## config.mk

```make
export PLATFORM = sky130hd
export DESIGN_NAME = instr_dispatcher
export DESIGN_NICKNAME = d
export VERILOG_FILES = /design/src/rtl/instr_dispatcher_pkg.sv /design/src/rtl/dispatch_fifo.sv /design/src/rtl/instr_dispatcher.sv
export SDC_FILE = /design/constraint.sdc
export NUM_CORES = 1
export LEC_CHECK = 0
export CAP_MARGIN = 20
export CORE_ASPECT_RATIO = 2
export CORE_UTILIZATION = 40
export DETAILED_ROUTE_END_ITERATION = 16
export SETUP_SLACK_MARGIN = 0.15
export SKIP_CTS_REPAIR_TIMING = 1
export SLEW_MARGIN = 10
export SYNTH_ARGS = -nofsm -noshare
export SYNTH_HDL_FRONTEND = slang
export SYNTH_SLANG_ARGS = --single-unit
```

## constraint.sdc

```tcl
create_clock -name clk -period 3.46 [get_ports clk]
set_input_delay 0.692 -clock clk [delete_from_list [all_inputs] [get_ports clk]]
set_output_delay 0.692 -clock clk [all_outputs]
set_load 0.05 [all_outputs]
```

## src/rtl/instr_dispatcher_pkg.sv

```systemverilog
// Shared definitions for the instruction dispatcher: mode encodings and a width helper.
package instr_dispatcher_pkg;

  localparam logic MODE_STRICT = 1'b0;
  localparam logic MODE_SKIP   = 1'b1;

  // Ceiling log2, floored at 1 so index fields never collapse to zero width.
  function automatic int clog2(input int value);
    int result;
    result = 1;
    while ((1 << result) < value) result++;
    return result;
  endfunction

endpackage

```

## src/rtl/dispatch_fifo.sv

```systemverilog
// Per-lane sync FIFO: push visible at dout the next cycle; push ignored when full, pop ignored when empty.
// An empty FIFO keeps presenting the last word that sat at its head.
module dispatch_fifo
  import instr_dispatcher_pkg::*;
#(
  parameter int DATA_W = 32,
  parameter int DEPTH  = 4,
  localparam int AW    = clog2(DEPTH),
  localparam int CNT_W = AW + 1
) (
  input  logic              clk,
  input  logic              resetn,
  input  logic              push,
  input  logic [DATA_W-1:0] din,
  input  logic              pop,
  output logic [DATA_W-1:0] dout,
  output logic              empty,
  output logic              full,
  output logic [CNT_W-1:0]  count
);

  logic [DATA_W-1:0] mem [DEPTH];
  logic [AW-1:0]     wr_ptr;
  logic [AW-1:0]     rd_ptr;
  logic [DATA_W-1:0] last_head;
  logic              do_push;
  logic              do_pop;

  assign empty   = (count == '0);
  assign full    = (count == CNT_W'(DEPTH));
  assign do_push = push && !full;
  assign do_pop  = pop && !empty;

  always_ff @(posedge clk) begin
    if (!resetn) begin
      wr_ptr    <= '0;
      rd_ptr    <= '0;
      count     <= '0;
      last_head <= '0;
    end else begin
      if (do_push) wr_ptr <= wr_ptr + 1'b1;
      if (do_pop)  rd_ptr <= rd_ptr + 1'b1;
      if (do_push && !do_pop)      count <= count + 1'b1;
      else if (do_pop && !do_push) count <= count - 1'b1;
      if (!empty) last_head <= mem[rd_ptr];
    end
  end

  // Storage is datapath only; validity is tracked by count, so no reset here.
  always_ff @(posedge clk) begin
    if (do_push) mem[wr_ptr] <= din;
  end

  assign dout = empty ? last_head : mem[rd_ptr];

endmodule

```

## src/rtl/instr_dispatcher.sv

```systemverilog
// Spreads an instruction stream over NUM_CH lane FIFOs (strict round-robin or skip-full); 1-cycle latency.
// in_ready is decoded from registered lane counts only; a full target (strict) or all-full (skip) stalls input.
module instr_dispatcher
  import instr_dispatcher_pkg::*;
#(
  parameter int DATA_W  = 32,
  parameter int NUM_CH  = 2,
  parameter int DEPTH   = 4,
  localparam int CH_W   = clog2(NUM_CH),
  localparam int CNT_W  = clog2(DEPTH) + 1
) (
  input  logic                     clk,
  input  logic                     resetn,
  input  logic                     mode,
  input  logic                     in_valid,
  input  logic [DATA_W-1:0]        in_data,
  output logic                     in_ready,
  output logic [NUM_CH-1:0]        out_valid,
  output logic [NUM_CH*DATA_W-1:0] out_data,
  input  logic [NUM_CH-1:0]        out_ready,
  output logic [NUM_CH*CNT_W-1:0]  lane_cnt,
  output logic [CH_W-1:0]          next_lane
);

  logic [NUM_CH-1:0] full;
  logic [NUM_CH-1:0] push;
  logic [CH_W-1:0]   skip_target;
  logic [CH_W-1:0]   target;
  logic              found;
  logic              lane_ok;
  logic              accept;
  int                idx;

  // Priority search over lanes, rotated so the scan starts at next_lane.
  always_comb begin
    found       = 1'b0;
    skip_target = next_lane;
    idx         = 0;
    for (int k = 0; k < NUM_CH; k++) begin
      idx = int'(next_lane) + k;
      if (idx >= NUM_CH) idx = idx - NUM_CH;
      if (!found && !full[idx[CH_W-1:0]]) begin
        found       = 1'b1;
        skip_target = idx[CH_W-1:0];
      end
    end
  end

  assign target   = (mode == MODE_SKIP) ? skip_target : next_lane;
  assign lane_ok  = (mode == MODE_SKIP) ? found : !full[next_lane];
  assign in_ready = resetn && lane_ok;
  assign accept   = in_valid && in_ready;

  always_ff @(posedge clk) begin
    if (!resetn) begin
      next_lane <= '0;
    end else if (accept) begin
      next_lane <= (target == CH_W'(NUM_CH - 1)) ? '0 : target + 1'b1;
    end
  end

  for (genvar i = 0; i < NUM_CH; i++) begin : g_lane
    logic [DATA_W-1:0] dout;
    logic              empty;
    logic [CNT_W-1:0]  count;

    assign push[i] = accept && (target == CH_W'(i));

    dispatch_fifo #(
      .DATA_W (DATA_W),
      .DEPTH  (DEPTH)
    ) u_fifo (
      .clk    (clk),
      .resetn (resetn),
      .push   (push[i]),
      .din    (in_data),
      .pop    (out_ready[i]),
      .dout   (dout),
      .empty  (empty),
      .full   (full[i]),
      .count  (count)
    );

    assign out_valid[i]                 = !empty;
    assign out_data[i*DATA_W +: DATA_W] = dout;
    assign lane_cnt[i*CNT_W +: CNT_W]   = count;
  end

endmodule
```

==> reports/metrics.cfg, run 1 <==
[power]
total_power_mw=15.6
power.leakage_nw=5.73
power.ir.vdd_worst_mv=0.742
power_density_mw_per_mm2=1000

[floorplanning]
die_y_um=257
design.die.area_mm2=0.0333
core_ar_mm2=0.0321
rows=93
num_io_pins=112
die_w_um=130
effective_utilization_at_floorplan=0.405

[timing]
rsz0062_at_grt=false
clock_skew_ps=7.29
finalSetupViolations=0
slew_viol_final=0
timing.max_slew.rel_slack=0.328
final.min_clock_period_ps=3210
hold_viol=0
worstMarginPinSlew_ps=1010
final_min_period_over_clock_period=0.928
clock.fmax_mhz=311

[logic_synthesis]
post_synth_and_or_nand_nor_area_fraction=0.0446
postSynthNetCount=695
synthesized_area_fraction_occupied_by_adder_cells=0.0127
muxShareOfSynthArea=0.189
synth.yosys.seq_area_share=0.718
post_synth_num_cell_types=31
synth_top_family_by_area=multiplexers
synth_compound_gate_area_share=0.00730
yosys_register_bits=339
parity_gate_share_of_the_synthesized_area_counting_xor_and_xnor_cells=0.00538
syn_area_per_cell_um2=20.2
postSynthCellCount=645
ys.warnings.count=0
synth.cell_area_mm2=0.0130

[cells_and_area]
multi_input_area_mm2=0.00339
regArea_mm2=0.00935
finalNonFillerCells=1224
final_layout_fill_cell_count=2693
syn2layout_area_growth_pct=19.6
drive_above_1_share=0.312
final_stage_net_count=824
antenna_cells=0

[routing]
ant_nets=0
route.detailed.drc=0
totalWireLength_um=26500
drt_iter0_markers=405
routed_wire_length_per_instance_um=21.7
via_total_after_detailed_routing=6132
routed_via_density=5.01
first_pass_iters=4

[clock_network]
cts_tree=built
worst_skew_pair_latency_ps=560
cts-buffers-inserted=29
clkSlewWorstSetupHoldPaths_ps=70
ctsHtreeMaxLevel=1
root_buffer=sky130_fd_sc_hd__clkbuf_16
clockBufferDepth=3
clock_sinks=339

[worst_hold_path]
worstHoldPathCells=1
min_from=g_lane[1].u_fifo.wr_ptr[0]
worst_hold_path_type=reg2reg
whs_endpoint=g_lane[1].u_fifo.wr_ptr[0]

[worst_setup_path]
worst-r2r-setup-slack_ps=970
critPathMaxFanout=20
critPathArrivalTime_ps=2520
critPathCaptureType=primary output
rr_startpoint=g_lane[0].u_fifo.count[1]
timing.critical_path.from_type=flip-flop
cp-startpoint=g_lane[0].u_fifo.count[0]
crit_required_ps=2770
worstRegToRegCells=9
capture_point_of_the_worst_reg_to_reg_path=g_lane[1].u_fifo.count[2]
timing_worst_setup_path_type=reg2out

[place]
gp_routability_congestion=0.711
dp.final_hpwl_um=16400
io_buffer_count=111
place_inst=1170

[run]
maxCapViolations=0

[global_routing]
grt_antenna_before_repair=0
grt_start_max_net_pins=60
sum_of_overflow_across_all_layers_after_global_routing=0
wire_length_of_the_first_global_routing_pass_um=40000
gr-usage-all-layers=0.165
first_global_vias=6685

[status]
status=complete, no violations

[cell families after synthesis]
kind of cell	count (synthesis)
AOI/OAI and AO/OA	13
xor gates and xnor gates	8
adders and majority gates	12
buffers and inverters	42
DFF	339
muxes	135
and+or+nand+nor	96
[sequential cells by signal, indices dropped and copies added (netlist names), named ones only]
| register | flops |
|---|---|
| next_lane | 1 |
| g_lane.u_fifo.rd_ptr | 4 |
| g_lane.u_fifo.count | 6 |
| g_lane.u_fifo.mem | 256 |
| g_lane.u_fifo.wr_ptr | 4 |
| g_lane.u_fifo.last_head | 64 |
[cell usage in the layout (no fill, tap or decap), drive strengths merged, types with 13 or more instances in the layout]
cell type,count
edfxtp,256
dfxtp,83
and2,72
mux2,65
mux4,64
buf,58
clkdlybuf4s50,44
clkbuf,43
dlymetal6s2s,27
inv,13
[synthesized netlist by cell type, drive strengths merged]
master	instances	share of area
nor3b	1	0.00058
o311ai	2	0.0013
ha	10	0.0096
a211o	1	0.00067
a21oi	3	0.0012
clkbuf	9	0.0026
fa	2	0.0031
and4bb	1	0.00096
buf	22	0.017
nor2	10	0.0029
or3b	2	0.0013
or3	4	0.0019
o221a	1	0.00086
nand4bb	1	0.00086
o31ai	2	0.0012
and2	72	0.035
o2111ai	1	0.00067
inv	11	0.0032
mux2	65	0.074
mux4	64	0.11
a311oi	1	0.00067
xor2	8	0.0054
mux2i	6	0.0046
nand2	5	0.0014
o21ai	2	0.00077
dfxtp	83	0.13
edfxtp	256	0.59
[stage by stage]
stage          area [um^2]  hold slack [ps]  setup WS, ps   util  TNS [ps]
2_1_floorplan        13000              469           825      -         0
3_3_place_gp         14500              483           345  0.452         0
3_5_place_dp         14500              504           280  0.452         0
4_1_cts              15500              518          -167  0.482     -2750
5_1_grt              15600              546           158  0.485         0
6_report             15600              520           248  0.485         0
[layout make-up]
class / count / area share
flip-flops and latches: 339 / 0.601
multi-input cells: 264 / 0.218
repair buffers: 129 / 0.0826
clock buffers: 43 / 0.0540
well taps: 427 / 0.0343
clock inverters: 11 / 0.00788
inverters: 11 / 0.00265
[worst max path at each step]
stage	to	depth (start not counted)
floorplan	g_lane[0].u_fifo.count[2]	10
global placement	g_lane[0].u_fifo.count[2]	10
detailed placement	g_lane[1].u_fifo.count[2]	10
CTS	out_data[31]	4
global route	out_data[31]	4
finish	out_data[31]	4
[per-layer routing]
metal / part of all wire / track usage
met3: 0.040 / 0.0233
met2: 0.57 / 0.316
met1: 0.37 / 0.183
met4: 0.019 / 0.0494
met5: 0 / 0
[worst max-delay path, cell delays in order (launching register included)]
cell and delay, ps:
sky130_fd_sc_hd__dfxtp_1 420, sky130_fd_sc_hd__or3_2 530, sky130_fd_sc_hd__buf_4 280, sky130_fd_sc_hd__mux2_2 300
sky130_fd_sc_hd__dlymetal6s2s_1 420
[report_power, final]
group | switching (mW) | internal [mW]
Clock | 1.44 | 1.85
Sequential | 0.262 | 4.89
Combinational | 4.26 | 2.91
Total | 5.97 | 9.65
(Power assumes the default switching activity.)
==> inputs of run 2 (changes only) <==
Settings changed: SLEW_MARGIN 10 to 5.
==> results of run 2 <==
Same layout as run 1: the final DEF is identical, and so are final timing and power.
